File: src/rtl/layer_trainer.sv
// ---------------------------------------------------------------------------
// layer_trainer
//   Walks the rows of a neuron layer once per start request and produces the
//   gradient-descent update for each row:
//       w_new[c] = sat_dw (w[r][c] - ((delta[r] * x[c]) >>> lr_shift))
//       b_new    = sat_2dw(b[r]    - (delta[r]         >>> lr_shift))
//   Every row takes two cycles: CALC registers the new row, then WRITE strobes
//   train_en so the layer can store it.
//
// Ports
//   clk           : single clock, all state on the rising edge
//   rst_overall   : asynchronous active-low reset
//   start         : one-cycle request to run a pass (honoured only in IDLE)
//   values        : layer inputs x, column 0 in the MSBs
//   deltas        : per-row error (2*datawidth each), row 0 in the MSBs
//   weights_cur   : current weights, row 0 / column 0 in the MSBs
//   biases_cur    : current biases (2*datawidth each), row 0 in the MSBs
//   row_sel       : row currently being calculated / written
//   weight_update : new weights for row_sel, unused columns zero
//   bias_updates  : all new biases, row 0 in the MSBs, unused rows zero
//   train_en      : one-cycle write strobe per row
//   busy / done   : pass in progress / one-cycle completion pulse
// ---------------------------------------------------------------------------
module layer_trainer #(
    parameter int rows        = 4,
    parameter int columns     = 3,
    parameter int max_rows    = 4,
    parameter int max_columns = 3,
    parameter int datawidth   = 4,
    parameter int lr_shift    = 2,
    localparam int rsw        = (max_rows > 1) ? $clog2(max_rows) : 1
) (
    input  logic                               clk,
    input  logic                               rst_overall,
    input  logic                               start,
    input  logic [columns*datawidth-1:0]       values,
    input  logic [rows*2*datawidth-1:0]        deltas,
    input  logic [rows*columns*datawidth-1:0]  weights_cur,
    input  logic [rows*2*datawidth-1:0]        biases_cur,
    output logic [rsw-1:0]                     row_sel,
    output logic [max_columns*datawidth-1:0]   weight_update,
    output logic [max_rows*2*datawidth-1:0]    bias_updates,
    output logic                               train_en,
    output logic                               busy,
    output logic                               done
);

    localparam int dw = datawidth;
    localparam int pw = 3 * datawidth;

    typedef enum logic [1:0] {IDLE, CALC, WRITE, FIN} state_t;

    state_t state, next_state;

    logic [rsw-1:0]                    row_cnt;
    logic [columns*dw-1:0]             values_q;
    logic [rows*2*dw-1:0]              deltas_q;
    logic [rows*columns*dw-1:0]        weights_q;
    logic [rows*2*dw-1:0]              biases_q;

    logic signed [dw-1:0]              x_arr [columns];
    logic signed [2*dw-1:0]            d_arr [rows];
    logic signed [2*dw-1:0]            b_arr [rows];
    logic signed [dw-1:0]              w_arr [rows][columns];

    logic signed [pw-1:0]              prod;
    logic signed [pw-1:0]              prod_sh;
    logic signed [pw:0]                w_diff;
    logic signed [2*dw-1:0]            b_sh;
    logic signed [2*dw:0]              b_diff;
    logic [max_columns*dw-1:0]         w_row_new;
    logic [2*dw-1:0]                   b_new;

    // Clamp a wide signed difference into the datawidth weight range.
    function automatic logic [dw-1:0] sat_dw(input logic signed [pw:0] v);
        logic signed [pw:0] hi;
        logic signed [pw:0] lo;
        hi = (pw+1)'((2 ** (dw - 1)) - 1);
        lo = -hi - 1;
        if (v > hi)      return hi[dw-1:0];
        else if (v < lo) return lo[dw-1:0];
        else             return v[dw-1:0];
    endfunction

    // Clamp a wide signed difference into the 2*datawidth bias range.
    function automatic logic [2*dw-1:0] sat_2dw(input logic signed [2*dw:0] v);
        logic signed [2*dw:0] hi;
        logic signed [2*dw:0] lo;
        hi = (2*dw+1)'((2 ** (2*dw - 1)) - 1);
        lo = -hi - 1;
        if (v > hi)      return hi[2*dw-1:0];
        else if (v < lo) return lo[2*dw-1:0];
        else             return v[2*dw-1:0];
    endfunction

    assign row_sel = row_cnt;

    // State register.
    always_ff @(posedge clk or negedge rst_overall) begin
        if (!rst_overall) state <= IDLE;
        else              state <= next_state;
    end

    // Next-state logic; start is only looked at in IDLE.
    always_comb begin
        next_state = state;
        case (state)
            IDLE:  if (start) next_state = CALC;
            CALC:  next_state = WRITE;
            WRITE: next_state = (row_cnt == rsw'(rows - 1)) ? FIN : CALC;
            FIN:   next_state = IDLE;
            default: next_state = IDLE;
        endcase
    end

    // Status outputs decode straight from the state so reset clears them
    // in the same cycle.
    always_comb begin
        busy     = 1'b0;
        done     = 1'b0;
        train_en = 1'b0;
        case (state)
            CALC:  busy = 1'b1;
            WRITE: begin
                busy     = 1'b1;
                train_en = 1'b1;
            end
            FIN:   done = 1'b1;
            default: ;
        endcase
    end

    // Split the latched flat buses into per-row / per-column signed fields.
    always_comb begin
        for (int c = 0; c < columns; c++)
            x_arr[c] = values_q[(columns-1-c)*dw +: dw];
        for (int r = 0; r < rows; r++) begin
            d_arr[r] = deltas_q[(rows-1-r)*2*dw +: 2*dw];
            b_arr[r] = biases_q[(rows-1-r)*2*dw +: 2*dw];
            for (int c = 0; c < columns; c++)
                w_arr[r][c] = weights_q[((rows-1-r)*columns + (columns-1-c))*dw +: dw];
        end
    end

    // Update arithmetic for the current row. The product is kept at full
    // 3*datawidth precision and shifted arithmetically, so the learning-rate
    // step rounds toward minus infinity.
    always_comb begin
        w_row_new = '0;
        prod      = '0;
        prod_sh   = '0;
        w_diff    = '0;
        for (int c = 0; c < columns; c++) begin
            prod    = pw'(d_arr[row_cnt]) * pw'(x_arr[c]);
            prod_sh = prod >>> lr_shift;
            w_diff  = (pw+1)'(w_arr[row_cnt][c]) - (pw+1)'(prod_sh);
            w_row_new[(max_columns-1-c)*dw +: dw] = sat_dw(w_diff);
        end
        b_sh   = d_arr[row_cnt] >>> lr_shift;
        b_diff = (2*dw+1)'(b_arr[row_cnt]) - (2*dw+1)'(b_sh);
        b_new  = sat_2dw(b_diff);
    end

    // Datapath: operand snapshot at start, row results in CALC, row advance
    // in WRITE. Results are left untouched between passes.
    always_ff @(posedge clk or negedge rst_overall) begin
        if (!rst_overall) begin
            row_cnt       <= '0;
            values_q      <= '0;
            deltas_q      <= '0;
            weights_q     <= '0;
            biases_q      <= '0;
            weight_update <= '0;
            bias_updates  <= '0;
        end else begin
            case (state)
                IDLE: begin
                    if (start) begin
                        row_cnt   <= '0;
                        values_q  <= values;
                        deltas_q  <= deltas;
                        weights_q <= weights_cur;
                        biases_q  <= biases_cur;
                    end
                end
                CALC: begin
                    weight_update <= w_row_new;
                    for (int r = 0; r < max_rows; r++)
                        if (rsw'(r) == row_cnt)
                            bias_updates[(max_rows-1-r)*2*dw +: 2*dw] <= b_new;
                end
                WRITE: begin
                    if (row_cnt != rsw'(rows - 1))
                        row_cnt <= row_cnt + 1'b1;
                end
                default: ;
            endcase
        end
    end

endmodule

File: config.mk
export PLATFORM = sky130hd
export DESIGN_NAME = layer_trainer
export DESIGN_NICKNAME = d
export VERILOG_FILES = /design/src/rtl/layer_trainer.sv
export SDC_FILE = /design/constraint.sdc
export NUM_CORES = 1
export LEC_CHECK = 0
export BUFFER_PORTS_ARGS = -buffer_cell sky130_fd_sc_hd__buf_2
export CELL_PAD_IN_SITES_DETAIL_PLACEMENT = 2
export CELL_PAD_IN_SITES_GLOBAL_PLACEMENT = 2
export CORE_ASPECT_RATIO = 1.75
export CORE_MARGIN = 4
export CORE_UTILIZATION = 42
export DETAILED_ROUTE_END_ITERATION = 10
export PLACE_DENSITY_LB_ADDON = 0.1
export SLEW_MARGIN = 40
export SYNTH_ARGS = -nofsm -noshare
export SYNTH_HDL_FRONTEND = slang
export SYNTH_SLANG_ARGS = --single-unit
File: constraint.sdc
create_clock -name clk -period 19.9 [get_ports clk]
set_clock_uncertainty 0.1 [all_clocks]
set_input_delay 2.985 -clock clk [delete_from_list [all_inputs] [get_ports clk]]
set_output_delay 2.985 -clock clk [all_outputs]
set_load 0.03 [all_outputs]
==> flow_metrics.tcl <==
set metrics [dict create \
    setup.worst_path.end_class "flip-flop" \
    clkSlewWorstSetupHoldPaths_ns 0.07 \
    rsz0062_at_grt "false" \
    hpwlAfterDp_mm 29.8 \
    ys.warnings.count 0 \
    synthXorXnorAreaFrac 0.0355 \
    slew_headroom 0.478 \
    dominant_cell_type_by_area_after_synthesis "dfrtp_1" \
    run_status "finished, final reports clean" \
    grt_remaining_overflow 0 \
    route.detailed.drc 0 \
    critPathMaxStageDelay_ns 0.64 \
    wl_per_cell_um 24.0 \
    period_minus_slack_ns 6.98 \
    cp_cell_sequence "mux4_2 > nand2b_1 > fa_1 > fa_1 > inv_1 > fa_1 > ha_1 > fa_1 > a21o_1 > a21oi_1 > o21bai_1 > a21oi_1 > o21bai_1 > a21oi_1 > xnor2_1 > ha_1 > mux2_2 > a311oi_1 > o211ai_1 > o41ai_1 > a31oi_1" \
    post_cts_resize_count 0 \
    cts_buffers 17 \
    critical-path-slowest-cell "mux4_2" \
    clkSinkCount 172 \
    synth.yosys.seq_area_share 0.356 \
    synthMostInstantiatedCell "dfrtp_1" \
    tritoncts_clock_tree "done" \
    drt-vias-per-instance 5.56 \
    synthesized_area_fraction_occupied_by_adder_cells 0.199 \
    synth.avg_cell_area_sq_um 11.3 \
    synth_enable_flop_cells 0 \
    synthesis.instances 1068 \
    mappedNetlistNets 1354 \
    synth.distinct_cells 62 \
    io_buffers 175 \
    post-synth-top-area-fraction 0.356 \
    detail_route.first_pass.iterations 4 \
    synth_compound_area_frac 0.0891 \
    cell_types_with_the_highest_counts_after_synthesis "dfrtp_1, mux2_2, ha_1, inv_1, nand2_1" \
    clock_path_buffers 2 \
    yosys_register_bits 172 \
    multiplexer_area_fraction_after_synthesis 0.170 \
    achievable-frequency_mhz 143 \
    timing.critical_path.from_type "flip-flop" \
    layout_worst_path_cycle_share 0.351 \
    path_class "reg -> reg" \
    ios 176 \
    initial_core_util 0.429 \
    setup_violation_total_in_the_final_timing_report 0 \
    arrival_ns 7.19 \
    vias_in_the_first_global_route 11034 \
    finalCoreUtilization 0.497 \
    routed_wl_mm 39.0 \
    synth_simple_gate_area_share 0.116 \
    die_area_sq_um 31700 \
    grt_pass1_wl_mm 61.4 \
    worst_hold_path_type "reg -> reg" \
    clock-root-buffer "clkbuf_16" \
    syn_area_sq_um 12100 \
    flow.area_growth_from_synthesis_pct 15.9 \
    clock_tree.htree_level_count 4 \
    worst_skew_pair.late_latency_ns 0.45 \
    synth_top_cells_by_area "dfrtp_1, mux2_2, ha_1" \
    drtAntennaViolNets 0 \
    cts-hold-fix-buffers 0 \
    fp.coreArea_sq_um 28200 \
    crit_top_cell "fa_1" \
    dominant_combinational_cell_family_by_area_after_synthesis "adder cells" \
    dr_total_vias 9050 \
    dr.first_iter.drc_count 183 \
    timing.final.hold_violations 0 \
    grt_start_max_net_pins 104 \
    gp_congestion 0.802 \
    synthFlopType "dfrtp_1" \
    die-height_um 232 \
    synthArstFlopShare 1.00 \
    finalMaxSlewViolations 0 \
    drv_cap 0 \
    timing.setup.tns_ns 0 \
    die_span_x_um 136 \
    layout-drive-gt1-share 0.308 \
    layout.nets 1524 \
    number_of_antenna_violations_at_the_first_check_in_global_routing 10 \
    crit_path_max_fanout 9 \
    cts_setup_buffers 0 \
    grt_use_total 0.258 \
    tightestPinTransition_ns 0.761 \
    std_cell_rows 81 \
    worstPathRequired_ns 20.10 \
]
==> worst max-delay path, delay by kind of cell, from the launching register on <==
family / cells / cell delay, ns
multiplexers: 2 / 1.00
AND/OR/NAND/NOR: 1 / 0.21
flip-flops: 1 / 0.55
XOR/XNOR: 1 / 0.09
buffers and inverters: 1 / 0.06
adder cells (fa/ha/maj): 6 / 2.59
AO/OA/AOI/OAI: 10 / 2.23
==> layer usage <==
| metal | vias to the layer above | track usage | part of all wire | routed length (um) |
|---|---|---|---|---|
| met1 | 4658 | 0.252 | 0.34 | 13200 |
| met3 | 86 | 0.0524 | 0.034 | 1310 |
| met4 | 12 | 0.101 | 0.038 | 1490 |
| met5 | - | 0 | 0.0019 | 73 |
| met2 | 185 | 0.513 | 0.59 | 23000 |
| li1 | 4109 | - | - | - |
==> path summary, 6_finish.rpt <==
kind / depth (start not counted) / slack (ns) / from / to
max: 21 / 12.92 / row_sel[0]$_DFFE_PN0P_ / weight_update[9]$_DFFE_PN0P_
min: 2 / 0.39 / bias_updates[24]$_DFFE_PN0P_ / bias_updates[24]$_DFFE_PN0P_
max reg2reg: 21 / 12.92 / row_sel[0]$_DFFE_PN0P_ / weight_update[9]$_DFFE_PN0P_
min reg2reg: 2 / 0.39 / bias_updates[24]$_DFFE_PN0P_ / bias_updates[24]$_DFFE_PN0P_
max in group asynchronous: 3 / 16.06 / rst_overall / b_arr[29]$_DFFE_PN0P_
min in group asynchronous: 1 / 2.28 / rst_overall / bias_updates[22]$_DFFE_PN0P_
==> flip-flops by register name (all words and copies together), names as in the netlist <==
name,flops
bias_updates,32
weight_update,12
w_arr,48
state,2
b_arr,32
values_q,12
row_sel,2
d_arr,32
==> kinds of logic after synthesis <==
group                    Yosys count
buffers and inverters            108
multiplexers                     154
AND/OR/NAND/NOR                  264
AO/OA/AOI/OAI                    162
adder cells (fa/ha/maj)          159
flip-flops                       172
XOR/XNOR                          49
==> placed cells by master (no fill, tap or decap), types with 7 or more instances in the layout <==
master / n
a21o_1: 13
buf_2: 174
nand2b_1: 7
nor3_1: 17
and2_1: 56
xor2_1: 13
inv_1: 77
mux2_2: 125
o21ai_0: 48
nor2_1: 30
a211oi_1: 7
xnor2_1: 36
o21bai_1: 14
clkbuf_16: 17
nand2_1: 68
or3_1: 11
mux4_2: 28
nand3_1: 14
a21oi_1: 28
ha_1: 104
dfrtp_1: 171
fa_1: 55
a31oi_1: 13
nor2b_1: 27
==> area by class of cell <==
type,count,area [sq um]
fill,2921,14200
antenna,4,10.0
multi-input combinational,788,7370
timing repair buffer,182,966
clock buffer,19,443
sequential,172,4310
clock inverter,13,148
tap,373,467
inverter,77,289
==> metrics by stage <==
stage	hold WS, ns	setup slack (ns)	instance area [sq um]	cells
floorplan	0.374	12.94	12100	1068
finish	0.389	12.92	14000	1628
CTS	0.394	12.86	14000	1623
global route	0.424	12.37	14000	1628
global placement	0.360	13.08	13400	1591
detailed placement	0.375	12.96	13400	1591
Power is left out: the tool's default activity adds up to more than one toggle a clock period on the data nets, which glitch-free logic cannot reach.
